### config.mk
export PLATFORM = sky130hd
export DESIGN_NAME = ras_ctrl
export DESIGN_NICKNAME = d
export VERILOG_FILES = /design/src/rtl/ras_pkg.sv /design/src/rtl/ras_ctrl.sv
export SDC_FILE = /design/constraint.sdc
export NUM_CORES = 1
export LEC_CHECK = 0
export BUFFER_PORTS_ARGS = -buffer_cell sky130_fd_sc_hd__buf_2
export CAP_MARGIN = 10
export CORE_MARGIN = 5
export CORE_UTILIZATION = 35
export CTS_CLUSTER_SIZE = 28
export DETAILED_ROUTE_END_ITERATION = 7
export GPL_TIMING_DRIVEN = 0
export PLACE_DENSITY = 0.68
export SLEW_MARGIN = 25
export SYNTH_ARGS = -nofsm -noshare
export SYNTH_HDL_FRONTEND = slang
export SYNTH_SLANG_ARGS = --single-unit
### constraint.sdc
create_clock -name clk -period 2.29 [get_ports clk]
set_input_delay 0.229 -clock clk [delete_from_list [all_inputs] [get_ports clk]]
set_output_delay 0.229 -clock clk [all_outputs]
set_load 0.05 [all_outputs]
### src/rtl/ras_pkg.sv
// Shared types and default sizing for the return-address stack.
// Reused by ras_ctrl and the ras_bram instances beside it.
package ras_pkg;

  typedef enum logic {
    IDLE   = 1'b0,
    REFILL = 1'b1
  } ras_state_e;

  localparam int RAS_DEPTH = 1024;
  localparam int RAS_WIDTH = 32;

endpackage

### src/rtl/ras_ctrl.sv
// Return-address-stack controller with a cached top-of-stack, driving BRAM port A.
// Optional RAS_CHECKPOINT_EN adds checkpoint outputs and a restore path.
module ras_ctrl
  import ras_pkg::*;
#(
  parameter  int DEPTH = RAS_DEPTH,
  parameter  int WIDTH = RAS_WIDTH,
  localparam int PTR   = $clog2(DEPTH),
  localparam int CW    = PTR + 1
) (
  input  logic             clk,
  input  logic             rst,
  input  logic             push_valid,
  input  logic [WIDTH-1:0] push_addr,
  input  logic             pop_req,
  output logic             ready,
  output logic             pop_valid,
  output logic [WIDTH-1:0] pop_addr,
  output logic             pop_empty,
  output logic [CW-1:0]    count,
  output logic             ram_rea,
  output logic             ram_wea,
  output logic [PTR-1:0]   ram_raddr,
  output logic [PTR-1:0]   ram_waddr,
  output logic [WIDTH-1:0] ram_wdata,
`ifdef RAS_CHECKPOINT_EN
  input  logic             restore_valid,
  input  logic [PTR-1:0]   restore_top,
  input  logic [CW-1:0]    restore_count,
  output logic [PTR-1:0]   ckpt_top,
  output logic [CW-1:0]    ckpt_count,
`endif
  input  logic [WIDTH-1:0] ram_dout
);

  ras_state_e       r_state;
  ras_state_e       w_next_state;

  logic [PTR-1:0]   r_top;
  logic [CW-1:0]    r_count;
  logic [WIDTH-1:0] r_tos;
  logic             r_pop_valid;
  logic [WIDTH-1:0] r_pop_addr;
  logic             r_pop_empty;

  logic [PTR-1:0]   w_top_n;
  logic [CW-1:0]    w_count_n;
  logic [WIDTH-1:0] w_tos_n;
  logic             w_pv_n;
  logic [WIDTH-1:0] w_pa_n;
  logic             w_pe_n;

  logic             w_idle;
  logic             w_restore;
  logic             w_push;
  logic             w_pop;
  logic             w_empty;
  logic             w_full;
  logic             w_multi;
  logic             w_swap;
  logic             w_push_only;
  logic             w_pop_only;
  logic [PTR-1:0]   w_top_inc;
  logic [PTR-1:0]   w_top_dec;

`ifdef RAS_CHECKPOINT_EN
  assign w_restore  = restore_valid & ~rst;
  assign ckpt_top   = r_top;
  assign ckpt_count = r_count;
`else
  assign w_restore  = 1'b0;
`endif

  assign w_idle    = (r_state == IDLE);
  assign w_push    = push_valid & w_idle & ~rst & ~w_restore;
  assign w_pop     = pop_req & w_idle & ~rst & ~w_restore;
  assign w_empty   = (r_count == '0);
  assign w_full    = (r_count == CW'(DEPTH));
  assign w_multi   = (r_count > CW'(1));
  assign w_top_inc = r_top + PTR'(1);
  assign w_top_dec = r_top - PTR'(1);

  // Return-then-call on a non-empty stack replaces the top in place
  assign w_swap      = w_push & w_pop & ~w_empty;
  assign w_push_only = w_push & ~w_swap;
  assign w_pop_only  = w_pop & ~w_push & ~w_empty;

  // FSM state register
  always_ff @(posedge clk) begin
    if (rst) begin
      r_state <= IDLE;
    end else begin
      r_state <= w_next_state;
    end
  end

  // FSM next state
  always_comb begin
    w_next_state = r_state;
    unique case (r_state)
      IDLE: begin
        if (w_pop_only && w_multi) begin
          w_next_state = REFILL;
        end
      end
      REFILL:  w_next_state = IDLE;
      default: w_next_state = IDLE;
    endcase
`ifdef RAS_CHECKPOINT_EN
    if (w_restore) begin
      w_next_state = (restore_count != '0) ? REFILL : IDLE;
    end
`endif
  end

  // FSM outputs and BRAM port A
  always_comb begin
    ready     = w_idle;
    ram_rea   = 1'b0;
    ram_wea   = 1'b0;
    ram_raddr = '0;
    ram_waddr = '0;
    ram_wdata = '0;
    unique case (1'b1)
      w_swap: begin
        ram_wea   = 1'b1;
        ram_waddr = r_top;
        ram_wdata = push_addr;
      end
      w_push_only: begin
        ram_wea   = 1'b1;
        ram_waddr = w_top_inc;
        ram_wdata = push_addr;
      end
      w_pop_only: begin
        ram_rea   = w_multi;
        ram_raddr = w_multi ? w_top_dec : '0;
      end
      default: ;
    endcase
`ifdef RAS_CHECKPOINT_EN
    if (w_restore) begin
      ram_rea   = (restore_count != '0);
      ram_raddr = restore_top;
    end
`endif
  end

  // Stack datapath next values
  always_comb begin
    w_top_n   = r_top;
    w_count_n = r_count;
    w_tos_n   = r_tos;
    w_pv_n    = 1'b0;
    w_pa_n    = '0;
    w_pe_n    = 1'b0;
    if (r_state == REFILL) begin
      w_tos_n = ram_dout;
    end
    if (w_pop) begin
      w_pv_n = 1'b1;
      w_pe_n = w_empty;
      w_pa_n = w_empty ? '0 : r_tos;
    end
    unique case (1'b1)
      w_swap: begin
        w_tos_n = push_addr;
      end
      w_push_only: begin
        w_top_n   = w_top_inc;
        w_count_n = w_full ? r_count : r_count + CW'(1);
        w_tos_n   = push_addr;
      end
      w_pop_only: begin
        w_top_n   = w_top_dec;
        w_count_n = r_count - CW'(1);
        if (!w_multi) begin
          w_tos_n = '0;
        end
      end
      default: ;
    endcase
`ifdef RAS_CHECKPOINT_EN
    if (w_restore) begin
      w_top_n   = restore_top;
      w_count_n = restore_count;
      w_tos_n   = '0;
    end
`endif
  end

  always_ff @(posedge clk) begin
    if (rst) begin
      r_top       <= PTR'(DEPTH - 1);
      r_count     <= '0;
      r_tos       <= '0;
      r_pop_valid <= 1'b0;
      r_pop_addr  <= '0;
      r_pop_empty <= 1'b0;
    end else begin
      r_top       <= w_top_n;
      r_count     <= w_count_n;
      r_tos       <= w_tos_n;
      r_pop_valid <= w_pv_n;
      r_pop_addr  <= w_pa_n;
      r_pop_empty <= w_pe_n;
    end
  end

  assign pop_valid = r_pop_valid;
  assign pop_addr  = r_pop_addr;
  assign pop_empty = r_pop_empty;
  assign count     = r_count;

endmodule
==> results.ini, run 1 <==
[placed_design]
portBuffers = 166
placed_cells = 803
gp_congestion = 0.8610
dpl.hpwl_um = 10030

[floorplan]
ios = 168
die-area_um2 = 14590
start_util_pct = 35.77
die_y_um = 120.8
row_count = 40
fp.coreArea_um2 = 12010
die_w_um = 120.8

[outcome]
outcome = complete, but fails checks
violations = setup timing

[clock_network]
cts.clk_slew.worst_paths_ns = 0.07
tritoncts = built
clockBufferDepth = 2
clock_tree.root_cell = clkbuf_16
cts_made_buffers = 9
cts_sinks = 88
htree_levels = 3
insertion_delay_ns = 0.34

[route]
via_per_inst = 5.121
wire_per_inst_um = 17.52
route.vias.total = 4343
wl_met2_um = 7469
wl_um = 14850
met3_wirelength_um = 1093
first_iter_violations = 320
wl_met1_um = 5898
drtAntennaViolNets = 0
first_pass_iters = 5
top_layer = met4
remaining_drc_errors = 0

[timing]
period_needed_ns = 2.627
worst_pin_slew_ns = 0.6465
hold_viol_final = 0
fmax_mhz = 380.6
relSlewSlack_pct = 56.90
final_max_slew_viol_count = 0
worst_slack_ns = -0.3374
skew_ns = 0.009575
fin_crit_sh_pct = 114.7
tns_ns = -3.389
setup-violations-final = 19
rsz0062_at_grt = yes

[synth]
synth_common_cells = dfxtp_1, nor2_1, and2_1
yosys.area.top_type_share_pct = 41.00
netlist_area_um2 = 4297
synthTopCellsByArea = dfxtp_1, and2_1, mux2_2, nor2_1, a21oi_1
synth_fp_nets = 563
synth_edf_count = 0
syn_inst = 490
synth_warnings = 0
yosysSeqAreaShare_pct = 41.00
async_flop_share_pct = 0
avgSynthCellArea_um2 = 8.769
ys_dominant_reg_cell = dfxtp_1
yosys.area.top_type = dfxtp_1
synth.distinct_cells = 52
synth_seq_cells = 88
synth.most_common_cell = dfxtp_1

[power_and_ir_drop]
power_density_nw_per_um2 = 1105
ir_drop_mv = 0.4953
total_leakage_power_nw = 3.016

[layout]
area_growth_pct = 54.37
nets = 769
instances_no_fill = 848
drive_above_1_share_pct = 49.79
n_antenna_cell = 0
nFillCells = 1065

[critical_path]
crit_fanout = 4
startpoint_type = register
worstSetupPathType = register to output port
worst_ep_arrival_time_ns = 2.40
cp-end-kind = output port
crit_required_ns = 2.06

[grt]
grt_pass1_wl_um = 22090
antenna_found_initial = 0
overflow = 0
track_usage_pct = 19.06
grt_max_degree = 16
grt_pass1_vias = 4253

[run]
drv_cap = 0

[worst_hold_path]
hp-class = input pin to register

cells by family (layout without fill, tap and decap cells):
| logic type | Yosys count | count (layout) | share of synthesized area (%) |
|---|---|---|---|
| and+or+nand+nor | 215 | 215 | 26.59 |
| DFF | 88 | 88 | 41.00 |
| AOI/OAI and AO/OA | 70 | 70 | 11.10 |
| buffers and inverters | 49 | 260 | 4.659 |
| muxes | 44 | 44 | 11.33 |
| xor gates and xnor gates | 19 | 19 | 3.873 |
| adders and majority gates | 5 | 5 | 1.456 |
placed cells by master, fill, tap and decap left out, drive strengths merged, types with 2 or more instances in the layout:
cell type,n
mux2i,10
o31ai,6
clkbuf,44
nand2,14
o22ai,2
ha,5
nor2b,4
nor4,5
o21ai,7
nor2,72
nor4b,3
buf,202
o41ai,2
xor2,8
a31oi,2
inv,12
nor3,14
o32ai,2
o2bb2ai,2
or4,2
nand2b,3
or4b,3
dfxtp,88
and2,64
mux2,34
or3,8
nand4,10
xnor2,11
a21oi,40
o31a,2
nand3,8
repair_timing:
| item | in CTS | in global routing |
|---|---|---|
| pin swaps | 22 | 23 |
| endpoints found under the setup margin | 125 | 55 |
| hold buffers | 0 | 0 |
| buffers inserted | 25 | 10 |
| resized for setup | 86 | 60 |
| gates cloned | 0 | 1 |
through the flow:
step | setup slack (ns) | area (µm²) | hold slack (ns) | utilization [%] | total power [mW]
after floorplan | -0.1537 | 4444 | 0.4257 | - | 4.108
after global placement | -0.6010 | 5459 | 0.4309 | 45.45 | 4.678
after detailed placement | -0.5908 | 5459 | 0.4404 | 45.45 | 4.729
after CTS | -0.4204 | 6287 | 0.2259 | 52.34 | 6.874
after global routing | -0.4376 | 6633 | 0.2543 | 55.22 | 7.683
final | -0.3374 | 6633 | 0.2342 | 55.22 | 7.331
where the power goes:
| part | internal [mW] | total [mW] | switching, mW |
|---|---|---|---|
| Clock | 0.980 | 1.60 | 0.621 |
| Sequential | 1.74 | 1.92 | 0.183 |
| Combinational | 1.52 | 3.81 | 2.29 |
critical path, cell delays in order, from the launching register on:
cell     delay [ns]
dfxtp_4        0.35
inv_4          0.06
ha_4           0.15
or4b_4         0.50
o31ai_4        0.19
buf_6          0.16
nand4_1        0.17
xor2_2         0.22
nor2_4         0.11
buf_8          0.15
metal layers:
metal | GRT usage (%) | vias to the layer above
li1 | - | 2085
met1 | 22.79 | 2043
met2 | 33.50 | 183
met3 | 3.835 | 32
met4 | 7.365 | 0
met5 | 0 | -
area by class of cell:
| class | count | area, µm² | area share [%] |
|---|---|---|---|
| multi-input combinational | 353 | 2800 | 42.22 |
| sequential | 88 | 1789 | 26.98 |
| timing repair buffer | 202 | 1300 | 19.60 |
| clock buffer | 12 | 277.8 | 4.188 |
| buffer | 32 | 186.4 | 2.811 |
| tap | 147 | 183.9 | 2.773 |
| clock inverter | 4 | 55.05 | 0.8300 |
| inverter | 10 | 40.04 | 0.6037 |
worst paths after layout:
| check | start | to | slack [ns] | cells after the start |
|---|---|---|---|---|
| setup reg to reg | count[1]$_SDFFE_PP0P_ | count[2]$_SDFFE_PP0P_ | -0.15 | 9 |
| setup / recovery | count[1]$_SDFFE_PP0P_ | ram_waddr[9] | -0.34 | 9 |
| hold / removal | push_addr[9] | r_tos[9]$_SDFF_PP0_ | 0.23 | 4 |
| hold reg to reg | r_tos[7]$_SDFF_PP0_ | pop_addr[7]$_SDFF_PP0_ | 0.45 | 1 |
sequential cells by signal, indices dropped and copies added, names as in the netlist:
signal     count
pop_addr      32
r_tos         32
count         11
r_top         10
pop_empty      1
pop_valid      1
r_state        1
Power figures use the tool's default switching activity.
==> run 2: changes to the inputs <==
REMOVE_ABC_BUFFERS = 1   (was unset)
==> results.ini, run 2 (same netlist as run 1, synthesis figures left out) <==
[outcome]
outcome = complete, but fails checks  ; unchanged
violations = setup timing  ; unchanged

[grt]
overflow = 0  ; unchanged
grt_pass1_wl_um = 20660  ; was 22,090 µm
track_usage_pct = 17.68  ; was 19.06%
grt_pass1_vias = 4072  ; was 4,253
antenna_found_initial = 0  ; unchanged
grt_max_degree = 63  ; was 16

[floorplan]
die_y_um = 120.8  ; unchanged
start_util_pct = 35.77  ; unchanged
row_count = 40  ; unchanged
die_w_um = 120.8  ; unchanged
fp.coreArea_um2 = 12010  ; unchanged
ios = 168  ; unchanged
die-area_um2 = 14590  ; unchanged

[placed_design]
gp_congestion = 0.8234  ; was 0.8610
dpl.hpwl_um = 8220  ; was 10,030 µm
portBuffers = 167  ; was 166
dpl_cell_area_um2 = 5229  ; was 5459 µm²

[power_and_ir_drop]
ir_drop_mv = 0.6316  ; was 0.4953 mV
seq_power_share_pct = 27.9  ; was 26.3%
p_comb_share_pct = 50.1  ; was 51.9%
power.total_mw = 7.051  ; was 7.331 mW
p_int_mw = 4.146  ; was 4.241 mW
p_switching_mw = 2.904  ; was 3.090 mW
power_density_nw_per_um2 = 1096  ; was 1105 nW/µm²
total_leakage_power_nw = 2.987  ; was 3.016 nW
clkPwrFrac_pct = 22.1  ; was 21.8%
swShare_pct = 41.19  ; was 42.15%

[run]
drv_cap = 0  ; unchanged

[timing]
rsz0062_at_grt = yes  ; unchanged
hold_viol_final = 0  ; unchanged
worst_pin_slew_ns = 0.7926  ; was 0.6465 ns
setup-violations-final = 19  ; unchanged
worst_slack_ns = -0.3951  ; was -0.3374 ns
finalHoldWorstSlack_ns = 0.2148  ; was 0.2342 ns
relSlewSlack_pct = 47.16  ; was 56.90%
period_needed_ns = 2.685  ; was 2.627 ns
fmax_mhz = 372.4  ; was 380.6 MHz
skew_ns = 0.01128  ; was 0.009575 ns
tns_ns = -3.966  ; was -3.389 ns
final_max_slew_viol_count = 0  ; unchanged
fin_crit_sh_pct = 117.3  ; was 114.7%

[clock_network]
clock_tree.root_cell = clkbuf_16  ; unchanged
htree_levels = 3  ; unchanged
cts_made_buffers = 9  ; unchanged
cts_hold_buf = 0  ; unchanged
cts.clk_slew.worst_paths_ns = 0.07  ; about the same
clockBufferDepth = 2  ; unchanged
insertion_delay_ns = 0.34  ; about the same
tritoncts = built  ; unchanged
cts_sinks = 88  ; unchanged

[layout]
drive_above_1_share_pct = 47.67  ; was 49.79%
nets = 754  ; was 769
final_cell_mix = buf_2, dfxtp_1, nor2_1  ; was buf_2, dfxtp_1, and2_1
layout_commonest_cell = buf_2  ; unchanged
design_area_um2 = 6435  ; was 6633 µm²
register_area_um2 = 1783  ; was 1789 µm²
multi_input_area_um2 = 2641  ; was 2800 µm²
n_antenna_cell = 0  ; unchanged
area_growth_pct = 49.77  ; was 54.37%
nFillCells = 1085  ; was 1,065

[critical_path]
crit_required_ns = 2.06  ; about the same
cpPeakStageDelay_ns = 0.61  ; was 0.50 ns
cp-end-kind = output port  ; unchanged
crit_fanout = 9  ; was 4
startpoint_type = register  ; unchanged
crit_family = simple AND/OR/NAND/NOR gates  ; unchanged
cp_slowest_cell = or4b_4  ; unchanged
worst_ep_arrival_time_ns = 2.46  ; was 2.40 ns
cp_cell_sequence = or4b_4, o31ai_4, buf_12, nand4_1, xor2_1, nor2_1, buf_6  ; was inv_4, ha_4, or4b_4, o31ai_4, buf_6, nand4_1, xor2_2, nor2_4, buf_8
worstSetupPathType = register to output port  ; unchanged
path_buf_inv = 2  ; was 3

[worst_hold_path]
hp-class = input pin to register  ; unchanged

[route]
first_iter_violations = 208  ; was 320
wire_per_inst_um = 16.15  ; was 17.52 µm
first_pass_iters = 4  ; was 5
remaining_drc_errors = 0  ; unchanged
via_per_inst = 5.019  ; was 5.121
wl_um = 13450  ; was 14,850 µm
route.vias.total = 4181  ; was 4,343
drtAntennaViolNets = 0  ; unchanged

[run 2: final timing paths]
path,startpoint,to,slack [ns],depth (start not counted)
worst max-delay path,count[3]$_SDFFE_PP0P_,ram_waddr[9],-0.40,7
worst min-delay path,push_addr[6],r_tos[6]$_SDFF_PP0_,0.21,4
worst max register to register,count[3]$_SDFFE_PP0P_,count[5]$_SDFFE_PP0P_,-0.18,8
worst min register to register,r_tos[19]$_SDFF_PP0_,pop_addr[19]$_SDFF_PP0_,0.45,1
[run 2: power groups by stage]
stage               Clock [mW]  Sequential [mW]  Combinational [mW]
finish                    1.55             1.96                3.53
global placement             0             2.01                2.34
CTS                       1.59             1.95                3.23
global route              1.65             2.00                3.76
detailed placement           0             2.00                2.47
floorplan                    0             2.18                1.63
[run 2: cell type report]
type / instances / share of cell area [%]
multi-input cells: 354 / 41.05
flip-flops and latches: 88 / 27.71
repair buffers: 217 / 22.67
clock buffers: 11 / 3.928
well taps: 147 / 2.858
clock inverters: 5 / 0.9528
inverters: 10 / 0.7389
repair inverters: 1 / 0.09722
[run 2: worst min-delay path: stages]
cell and delay (ns):
buf_2 0.07, and2_1 0.12, a21oi_1 0.04, nor2_1 0.07
[run 2: repair_timing]
action	CTS	global route
gates cloned	4	0
buffers inserted	30	15
resized for setup	80	43
pin swaps	20	18
endpoints found under the setup margin	117	79
[run 2: layer usage]
metal  vias up  wire, µm  track usage, %
met5         -         0               0
met1      1947      5529           21.02
met3        22       865           3.835
met2       145      6827           31.30
li1       2067         -               -
met4         0       230           6.232
[run 2: per-stage QoR]
| stage | util (%) | worst slack (ns) | cells |
|---|---|---|---|
| CTS | 51.40 | -0.3692 | 818 |
| global route | 53.57 | -0.4538 | 833 |
| detailed placement | 43.53 | -0.8543 | 768 |
| global placement | 42.91 | -2.985 | 765 |
| finish | 53.57 | -0.3951 | 833 |
| floorplan | - | -1.636 | 451 |
